==> config.mk <==
export PLATFORM = sky130hd
export DESIGN_NAME = sdram_cmd_queue
export DESIGN_NICKNAME = d
export VERILOG_FILES = /design/src/rtl/sdram_cmdq_pkg.sv /design/src/rtl/sync_fifo.sv /design/src/rtl/sdram_cmd_queue.sv
export SDC_FILE = /design/constraint.sdc
export NUM_CORES = 1
export LEC_CHECK = 0
export BUFFER_PORTS_ARGS = -buffer_cell sky130_fd_sc_hd__buf_4
export CORE_MARGIN = 2
export CORE_UTILIZATION = 62
export CTS_CLUSTER_SIZE = 16
export DETAILED_ROUTE_END_ITERATION = 8
export PLACE_DENSITY_LB_ADDON = 0.3
export REMOVE_ABC_BUFFERS = 1
export SYNTH_ARGS = -nofsm -noshare
export SYNTH_HDL_FRONTEND = slang
export SYNTH_SLANG_ARGS = --single-unit
==> constraint.sdc <==
create_clock -name clk -period 4.8 [get_ports clk]
set_input_delay 0.48 -clock clk [delete_from_list [all_inputs] [get_ports clk]]
set_output_delay 0.48 -clock clk [all_outputs]
set_load 0.005 [all_outputs]
==> src/rtl/sdram_cmdq_pkg.sv <==
// Shared types for the SDRAM command queue: FSM states, queued command layout
// and the wait-state timeout used when SDRAM_CMDQ_TIMEOUT_EN is defined.
package sdram_cmdq_pkg;

    // Queued entries are stored at these widths; narrower ports are zero-extended.
    localparam int CMDQ_ADDR_W_MAX = 32;
    localparam int CMDQ_DATA_W_MAX = 32;

    localparam int TIMEOUT_CYCLES = 255;
    localparam int TIMEOUT_W      = 8;

    typedef enum logic [2:0] {
        ST_IDLE,
        ST_ISSUE,
        ST_WAIT_ACK,
        ST_WAIT_DATA,
        ST_WAIT_FREE
    } cmdq_state_e;

    typedef struct packed {
        logic                       write;
        logic [CMDQ_ADDR_W_MAX-1:0] addr;
        logic [CMDQ_DATA_W_MAX-1:0] wdata;
    } cmd_entry_t;

endpackage

==> src/rtl/sync_fifo.sv <==
// Single-clock FIFO with full/empty/level; pop frees space for a same-cycle
// push when full, and a push into an empty FIFO shows up one cycle later.
module sync_fifo #(
    parameter int WIDTH = 8,
    parameter int DEPTH = 4
) (
    input  logic                     clk,
    input  logic                     rst_n,
    input  logic                     push_i,
    input  logic [WIDTH-1:0]         wdata_i,
    input  logic                     pop_i,
    output logic [WIDTH-1:0]         rdata_o,
    output logic                     full_o,
    output logic                     empty_o,
    output logic [$clog2(DEPTH):0]   level_o
);

    localparam int PTR_W = $clog2(DEPTH);
    localparam int LVL_W = PTR_W + 1;

    logic [WIDTH-1:0] mem_q [DEPTH];
    logic [PTR_W-1:0] wr_ptr_q, rd_ptr_q;
    logic [LVL_W-1:0] level_q;
    logic             do_push, do_pop;

    assign empty_o = (level_q == '0);
    assign full_o  = (level_q == LVL_W'(DEPTH));
    assign do_pop  = pop_i && !empty_o;
    assign do_push = push_i && (!full_o || do_pop);
    assign rdata_o = mem_q[rd_ptr_q];
    assign level_o = level_q;

    // NOTE: state registers use non-blocking assignments so every flop samples pre-edge values.
    always_ff @(posedge clk or negedge rst_n) begin
        if (!rst_n) begin
            wr_ptr_q <= '0;
            rd_ptr_q <= '0;
            level_q  <= '0;
        end else begin
            if (do_push) wr_ptr_q <= wr_ptr_q + 1'b1;
            if (do_pop)  rd_ptr_q <= rd_ptr_q + 1'b1;
            case ({do_push, do_pop})
                2'b10:   level_q <= level_q + 1'b1;
                2'b01:   level_q <= level_q - 1'b1;
                default: level_q <= level_q;
            endcase
        end
    end

    // NOTE: storage is deliberately not reset; the pointers and level define what is valid.
    always_ff @(posedge clk) begin
        if (do_push) mem_q[wr_ptr_q] <= wdata_i;
    end

endmodule

==> src/rtl/sdram_cmd_queue.sv <==
// Host command queue in front of a single-command SDRAM controller, with an
// in-order read-return FIFO. Optional wait timeout: SDRAM_CMDQ_TIMEOUT_EN.
module sdram_cmd_queue
    import sdram_cmdq_pkg::*;
#(
    parameter int ADDR_WIDTH = 25,
    parameter int DATA_WIDTH = 8,
    parameter int CMD_DEPTH  = 4,
    parameter int RD_DEPTH   = 4
) (
    input  logic                        clk,
    input  logic                        rst_n,
    input  logic                        cmd_valid,
    output logic                        cmd_ready,
    input  logic                        cmd_write,
    input  logic [ADDR_WIDTH-1:0]       cmd_addr,
    input  logic [DATA_WIDTH-1:0]       cmd_wdata,
    output logic                        rd_valid,
    input  logic                        rd_ready,
    output logic [DATA_WIDTH-1:0]       rd_data,
    output logic [ADDR_WIDTH-1:0]       sd_addr,
    output logic                        sd_wr_enable,
    output logic [DATA_WIDTH-1:0]       sd_wr_data,
    output logic                        sd_rd_enable,
    input  logic [DATA_WIDTH-1:0]       sd_rd_data,
    input  logic                        sd_rd_ready,
    input  logic                        sd_busy,
    input  logic                        sd_ack,
    output logic [$clog2(CMD_DEPTH):0]  cmd_level,
    output logic                        idle
`ifdef SDRAM_CMDQ_TIMEOUT_EN
    ,
    output logic                        err
`endif
);

    localparam int ENTRY_W = $bits(cmd_entry_t);
    localparam int RD_LW   = $clog2(RD_DEPTH) + 1;

    cmdq_state_e            state_q, state_d;
    logic                   is_write_q;
    logic [ADDR_WIDTH-1:0]  sd_addr_q;
    logic [DATA_WIDTH-1:0]  sd_wr_data_q;

    cmd_entry_t             push_entry, head_entry;
    logic [ENTRY_W-1:0]     cmd_head_bits;
    logic                   cmd_full, cmd_empty, cmd_pop;
    logic                   rd_full, rd_empty, rd_push;
    logic [RD_LW-1:0]       rd_level;
    logic                   rd_outstanding, rd_room;
    logic                   unused_head_bits;

    always_comb begin
        push_entry       = '0;
        push_entry.write = cmd_write;
        push_entry.addr  = CMDQ_ADDR_W_MAX'(cmd_addr);
        push_entry.wdata = CMDQ_DATA_W_MAX'(cmd_wdata);
    end

    assign head_entry       = cmd_entry_t'(cmd_head_bits);
    assign unused_head_bits = ^{head_entry.addr, head_entry.wdata, rd_full};

    sync_fifo #(.WIDTH(ENTRY_W), .DEPTH(CMD_DEPTH)) u_cmd_fifo (
        .clk     (clk),
        .rst_n   (rst_n),
        .push_i  (cmd_valid && cmd_ready),
        .wdata_i (push_entry),
        .pop_i   (cmd_pop),
        .rdata_o (cmd_head_bits),
        .full_o  (cmd_full),
        .empty_o (cmd_empty),
        .level_o (cmd_level)
    );

    sync_fifo #(.WIDTH(DATA_WIDTH), .DEPTH(RD_DEPTH)) u_rd_fifo (
        .clk     (clk),
        .rst_n   (rst_n),
        .push_i  (rd_push),
        .wdata_i (sd_rd_data),
        .pop_i   (rd_valid && rd_ready),
        .rdata_o (rd_data),
        .full_o  (rd_full),
        .empty_o (rd_empty),
        .level_o (rd_level)
    );

    // A read is only issued if its data is guaranteed a slot in the read FIFO.
    assign rd_outstanding = !is_write_q &&
                            (state_q == ST_ISSUE || state_q == ST_WAIT_ACK || state_q == ST_WAIT_DATA);
    assign rd_room        = (int'(rd_level) + int'(rd_outstanding)) < RD_DEPTH;

`ifdef SDRAM_CMDQ_TIMEOUT_EN
    logic [TIMEOUT_W-1:0] tmo_cnt_q, tmo_cnt_d;
    logic                 err_q, err_d;
    assign err = err_q;
`endif

    // NOTE: every signal written here gets a default first, so no path can infer a latch.
    always_comb begin
        state_d = state_q;
        cmd_pop = 1'b0;
        rd_push = 1'b0;
        case (state_q)
            ST_IDLE: begin
                if (!cmd_empty && !sd_busy && (head_entry.write || rd_room)) begin
                    cmd_pop = 1'b1;
                    state_d = ST_ISSUE;
                end
            end
            ST_ISSUE: state_d = ST_WAIT_ACK;
            ST_WAIT_ACK: begin
                if (sd_ack) begin
                    if (is_write_q) begin
                        state_d = ST_WAIT_FREE;
                    end else if (sd_rd_ready) begin
                        rd_push = 1'b1;
                        state_d = ST_WAIT_FREE;
                    end else begin
                        state_d = ST_WAIT_DATA;
                    end
                end
            end
            ST_WAIT_DATA: begin
                if (sd_rd_ready) begin
                    rd_push = 1'b1;
                    state_d = ST_WAIT_FREE;
                end
            end
            ST_WAIT_FREE: if (!sd_busy) state_d = ST_IDLE;
            default:      state_d = ST_IDLE;
        endcase

`ifdef SDRAM_CMDQ_TIMEOUT_EN
        tmo_cnt_d = '0;
        err_d     = err_q;
        if (state_q == ST_WAIT_ACK || state_q == ST_WAIT_DATA) begin
            tmo_cnt_d = tmo_cnt_q + 1'b1;
            // Only abandon the command if this cycle made no progress.
            if (state_d == state_q && tmo_cnt_q == TIMEOUT_W'(TIMEOUT_CYCLES - 1)) begin
                state_d = ST_IDLE;
                err_d   = 1'b1;
            end
        end
`endif
    end

    always_ff @(posedge clk or negedge rst_n) begin
        if (!rst_n) begin
            state_q      <= ST_IDLE;
            is_write_q   <= 1'b0;
            sd_addr_q    <= '0;
            sd_wr_data_q <= '0;
`ifdef SDRAM_CMDQ_TIMEOUT_EN
            tmo_cnt_q    <= '0;
            err_q        <= 1'b0;
`endif
        end else begin
            state_q <= state_d;
            if (cmd_pop) begin
                is_write_q   <= head_entry.write;
                sd_addr_q    <= head_entry.addr[ADDR_WIDTH-1:0];
                sd_wr_data_q <= head_entry.wdata[DATA_WIDTH-1:0];
            end
`ifdef SDRAM_CMDQ_TIMEOUT_EN
            tmo_cnt_q <= tmo_cnt_d;
            err_q     <= err_d;
`endif
        end
    end

    assign cmd_ready    = !cmd_full;
    assign rd_valid     = !rd_empty;
    assign sd_addr      = sd_addr_q;
    assign sd_wr_data   = sd_wr_data_q;
    assign sd_wr_enable = is_write_q && (state_q == ST_ISSUE || state_q == ST_WAIT_ACK);
    assign sd_rd_enable = !is_write_q && (state_q == ST_ISSUE || state_q == ST_WAIT_ACK);
    assign idle         = (state_q == ST_IDLE) && cmd_empty && rd_empty;

endmodule

==> out/qor.csv, run 1 <==
stage,metric,value,unit
finish,final_area,10100,um2
worst_setup_path,critical_path_required,5.21,ns
sta,final.min_clock_period,2.70,ns
cts,clk_pin_slew,0.06,ns
detailed_routing,initialDrtViolationCount,331,
sta,setup_viol,0,
worst_setup_path,crit_arrival,3.11,ns
finish,seq_area,6320,um2
detailed_routing,viasPerCell,5.82,
synth,yosysWarningCount,0,
cts,clock_path_buffers,3,
detailed_routing,route.vias.total,4188,
finish,syn2layout_area_growth,18.0,%
place,pre_cts_ws,2.12,ns
place,gp_congestion,0.866,
detailed_routing,drc,0,
cts,h-tree-depth,1,
place,place_area,9450,um2
detailed_routing,ant_nets,0,
detailed_routing,wl_per_cell,21.4,um
finish,drive_gt1_frac,0.401,
sta,final.setup.tns,0,ns
global_route,grtUsageTotal,0.217,
cts,cts_num_sinks,219,
sta,drv_slew,0,
sta,min_period_over_period,0.562,
floorplanning,initial_core_util,0.626,
sta,worst_slack,2.10,ns
sta,slew_headroom,0.360,
synth,ys_ff_latch,219,
sta,fin_skew,0.00997,ns
power_and_ir_drop,p_leak,0.00378,uW
global_route,grt_pass1_wl,24.1,mm
synth,netlist_area,8590,um2
detailed_routing,wl,15.4,mm
worst_setup_path,critPathCaptureType,register,
cts,cts-buffers-inserted,21,
cts,post_cts_buffers,0,
floorplanning,fp.dieH,122,um
synth,synth_top_area_frac,0.587,
finish,multi_input_area,2100,um2
cts,root_buffer,clkbuf_16,
synth,synthArstFlopShare,0.233,
cts,cts_tree,yes,
floorplanning,io_pins,98,
synth,synthCells,419,
global_route,grt.overflow.total,0,
floorplanning,rows,43,
finish,n_antenna_cell,0,
sta,rsz0062_at_grt,no,
floorplanning,dieArea,14800,um2
synth,synth_edf_count,168,
floorplanning,core_area,13700,um2
cts,clk_latency,0.49,ns
global_route,grt_max_degree,52,
finish,nFillCells,789,
hold_path,worstHoldPathType,in -> async,
finish,final_cell_mix,"edfxtp_1 (168), buf_4 (99), dfrtp_1 (49)",
synth,ys_types,43,
sta,max_freq,0.371,GHz
synth,synth_top_area_cell,edfxtp_1,
global_route,grt_antenna_before_repair,0,
place,dpl.hpwl,8.96,mm
floorplanning,die_x,122,um
power_and_ir_drop,peakVddDrop,458,uV
sta,tightest_slew,0.961,ns
synth,synth_ff_type,edfxtp_1,
worst_setup_path,crit_fanout,35,
cts,hold_buffers,0,
synth,synth_area_leaders,"edfxtp_1 (59%), dfrtp_1 (15%), mux4_2 (11%)",
worst_setup_path,critPathKind,reg -> reg,
synth,seq_area_frac_synth,0.736,
power_and_ir_drop,power.density,630,nW/um2
job,maxCapViolations,0,
finish,num-nets-final,584,
global_route,first_global_vias,4464,
outcome,outcome,completed,
place,port_buffers,97,
detailed_routing,first_pass_iters,5,
sta,finalHoldViolations,0,
worst_setup_path,startpoint_type,register,
synth,avgSynthCellArea,20.5,um2
finish,fin_util,0.739,
cts,ctsResizeCount,0,
finish,layout_commonest_cell,edfxtp_1,
==> final timing paths <==
kind | depth (start not counted) | slack, ns | startpoint | endpoint
worst max-delay path | 8 | 2.10 | u_cmd_fifo.rd_ptr_q[1] | u_cmd_fifo.level_o[2]
worst min-delay path | 1 | 0.04 | rst_n | state_q[1]
min in group clk | 1 | 0.19 | cmd_addr[21] | u_cmd_fifo.mem_q[0][29]
worst min register to register | 1 | 0.51 | sd_addr[22] | sd_addr[22]
worst max register to register | 8 | 2.10 | u_cmd_fifo.rd_ptr_q[1] | u_cmd_fifo.level_o[2]
max in group asynchronous | 1 | 4.24 | rst_n | u_cmd_fifo.rd_ptr_q[1]
==> flip-flops by register name (all words and copies together) (netlist names) <==
name	cells
u_cmd_fifo.wr_ptr_q	2
u_cmd_fifo.mem_q	136
u_rd_fifo.level_o	3
u_rd_fifo.mem_q	32
u_rd_fifo.wr_ptr_q	2
sd_wr_data	8
u_cmd_fifo.rd_ptr_q	2
u_cmd_fifo.level_o	3
u_rd_fifo.rd_ptr_q	2
sd_addr	25
state_q	3
is_write_q	1
==> cells in the mapped netlist (all sizes together), types with 7 or more instances <==
master,count
nor2,8
ha,9
nand2,11
inv,16
dfrtp,51
buf,10
mux4,42
clkbuf,7
edfxtp,168
xnor2,8
mux2,36
==> report_power, final <==
part	leakage, uW	internal, uW	switching [uW]
combinational	0.00131	1110	783
sequential	0.00214	2550	362
clock	0.000334	934	651
total	0.00378	4590	1800
==> logic make-up after synthesis <==
group                    synth area share
multiplexers                        0.170
AO/OA/AOI/OAI                      0.0178
adder cells (fa/ha/maj)            0.0178
XOR/XNOR                           0.0112
buffers and inverters              0.0205
flip-flops                          0.736
AND/OR/NAND/NOR                    0.0269
==> stage by stage <==
stage | hold slack, ns | std cells | total power, uW
final | 0.0393 | 719 | 6390
after global routing | 0.107 | 719 | 6710
after CTS | 0.0720 | 719 | 6450
after detailed placement | 0.501 | 681 | 4830
after global placement | 0.493 | 681 | 4730
after floorplan | 0.184 | 402 | 4090
==> final cells by class <==
cell class | count | share of cell area
flip-flops and latches | 219 | 0.624
multi-input cells | 167 | 0.207
clock buffers | 33 | 0.0643
inverters | 16 | 0.00593
repair buffers | 99 | 0.0733
clock inverters | 5 | 0.00296
well taps | 180 | 0.0222
==> layer usage <==
metal,vias up,part of all wire,global-route usage
met5,-,0,0
met4,0,0.014,0.0503
met3,23,0.066,0.0478
met2,165,0.52,0.377
met1,2139,0.40,0.285
li1,1861,-,-
==> worst max-delay path, cell delays in order, from the launching register on <==
cell and delay [ns]:
dfrtp_2 0.96, mux4_2 0.39, o2111a_2 0.20, ha_1 0.19, inv_1 0.06, fa_1 0.39, xor2_1 0.16, nor2_1 0.12
xor2_1 0.15
Power figures use the tool's default switching activity.
==> run 2, diff against run 1 <==
Settings changed: CORE_UTILIZATION 62 to 58.
Clock period 4.8 ns to 2.5 ns, I/O delays scaled along.
==> run 2 against run 1 <==
Design area increased by 5.3%; combinational power up 110%; die area grew 6.7%; global-route usage shrank 0.34 points; worst hold slack gained 0.0089 ns; clock skew increased by 0.0024 ns; flip-flop and latch count is the same; non-clock buffer count increased by 49; clock power grew 92%; maximum frequency increased by 18%; power rose by 95%; largest cell class unchanged.
==> out/qor.csv, run 2 (synthesis results as in run 1) <==
stage,metric,value,unit
cts,cts_tree,yes,
finish,final_cell_mix,"edfxtp_1 (168), buf_4 (100), dfrtp_1 (49)",
place,place_area,9570,um2
cts,clock_path_buffers,3,
detailed_routing,viasPerCell,5.77,
sta,drv_slew,0,
detailed_routing,first_pass_iters,4,
place,placed_cells,691,
hold_path,worstHoldPathType,in -> reg,
global_route,grt.overflow.total,0,
detailed_routing,dr.max_layer_used,met4,
floorplanning,fp.dieH,126,um
finish,fin_cells,774,
sta,worst_slack,0.211,ns
floorplanning,initial_core_util,0.594,
finish,top_register,u_cmd_fifo.mem_q,
cts,cts-buffers-inserted,22,
sta,setup_viol,0,
global_route,grtUsageTotal,0.213,
cts,cts_num_sinks,219,
cts,h-tree-depth,1,
detailed_routing,drc,0,
global_route,first_global_vias,4814,
worst_setup_path,critPathKind,reg -> reg,
finish,layout_commonest_cell,edfxtp_1,
finish,final_area,10700,um2
finish,drive_gt1_frac,0.369,
cts,clk_pin_slew,0.06,ns
sta,rsz0062_at_grt,no,
global_route,grt_pass1_wl,26.0,mm
floorplanning,dieArea,15800,um2
place,gp_congestion,0.822,
floorplanning,die_x,126,um
finish,largest_reg_flops,136,
place,dpl.hpwl,9.48,mm
finish,syn2layout_area_growth,24.2,%
sta,min_period_over_period,0.915,
worst_setup_path,crit_chain,"and3b_1, o21ai_0, a31oi_1, and2_1",
sta,final.min_clock_period,2.29,ns
worst_setup_path,cpMaxStageDelayCell,dfrtp_1,
floorplanning,rows,44,
global_route,grt_max_degree,52,
detailed_routing,wl_met3,699,um
detailed_routing,wl,16.1,mm
worst_setup_path,crit_fanout,11,
sta,fin_skew,0.0123,ns
floorplanning,io_pins,98,
outcome,outcome,completed,
worst_setup_path,max_stage_delay,0.53,ns
finish,n_antenna_cell,0,
power_and_ir_drop,power.density,1160,nW/um2
floorplanning,core_area,14500,um2
global_route,grt_antenna_before_repair,0,
detailed_routing,route.vias.total,4466,
sta,slew_headroom,0.500,
place,pre_cts_ws,0.199,ns
detailed_routing,ant_nets,0,
power_and_ir_drop,p_leak,0.00400,uW
detailed_routing,initialDrtViolationCount,316,
cts,clk_latency,0.50,ns
cts,post_cts_buffers,0,
job,maxCapViolations,0,
place,port_buffers,97,
detailed_routing,wl_per_cell,20.8,um
finish,nFillCells,820,
finish,num-nets-final,634,
worst_setup_path,critical_path_required,2.66,ns
power_and_ir_drop,power,12400,uW
sta,finalHoldViolations,0,
sta,max_freq,0.437,GHz
sta,tightest_slew,0.750,ns
worst_setup_path,critPathCaptureType,register,
detailed_routing,met1_length,6.56,mm
sta,holdWs,0.0482,ns
power_and_ir_drop,peakVddDrop,874,uV
cts,root_buffer,clkbuf_16,
worst_setup_path,crit_arrival,2.44,ns
detailed_routing,wl_met2,8.32,mm
worst_setup_path,startpoint_type,register,
## run 2: cell types whose count changed in the layout (fill, tap and decap cells not counted), sizes merged
cell         change
inv              -1
dlygate4sd3     +43
bufinv           +1
buf              +6
clkinv           +2
## run 2: per-stage QoR
stage,setup TNS (ns),util
6_report,0,0.737
5_1_grt,0,0.737
4_1_cts,0,0.737
3_5_place_dp,0,0.661
3_3_place_gp,0,0.661
2_1_floorplan,-51.46,-
## run 2: worst max-delay path: cells and delay by family (launching register included)
family | cells | cell delay [ns]
flip-flops | 1 | 0.53
AND/OR/NAND/NOR | 2 | 0.71
AO/OA/AOI/OAI | 2 | 0.71
## run 2: final timing paths
kind / end / slack (ns) / from / cells after the start
setup / recovery: u_rd_fifo.mem_q[0][6] / 0.21 / state_q[1] / 4
setup reg to reg: u_rd_fifo.mem_q[0][6] / 0.21 / state_q[1] / 4
hold reg to reg: sd_addr[23] / 0.51 / sd_addr[23] / 1
min in group asynchronous: state_q[0] / 0.34 / rst_n / 2
max in group asynchronous: u_cmd_fifo.rd_ptr_q[0] / 1.60 / rst_n / 2
hold / removal: state_q[2] / 0.05 / sd_busy / 3
## run 2: layer usage
layer,vias to the layer above,track usage
li1,1962,-
met1,2325,0.277
met2,136,0.370
met3,43,0.0374
met4,0,0.0739
met5,-,0
## run 2: cell type report
cell class / instances / area [um2] / share of cell area
sequential: 219 / 6320 / 0.593
tap: 184 / 230 / 0.0216
multi-input combinational: 167 / 2100 / 0.197
clock inverter: 7 / 71.3 / 0.00668
clock buffer: 33 / 602 / 0.0564
timing repair buffer: 148 / 1280 / 0.120
inverter: 16 / 60.1 / 0.00563
## run 2: power breakdown
group | total (uW) | switching [uW] | internal [uW]
registers | 5420 | 534 | 4880
logic | 3960 | 1690 | 2270
clock network | 3050 | 1280 | 1770
## run 2: timing repair
| item | in CTS | in global routing |
|---|---|---|
| endpoints found under the hold margin | 219 | 0 |
| hold buffers | 43 | 0 |
| endpoints found under the setup margin | 0 | 0 |
| resized for setup | 0 | 0 |
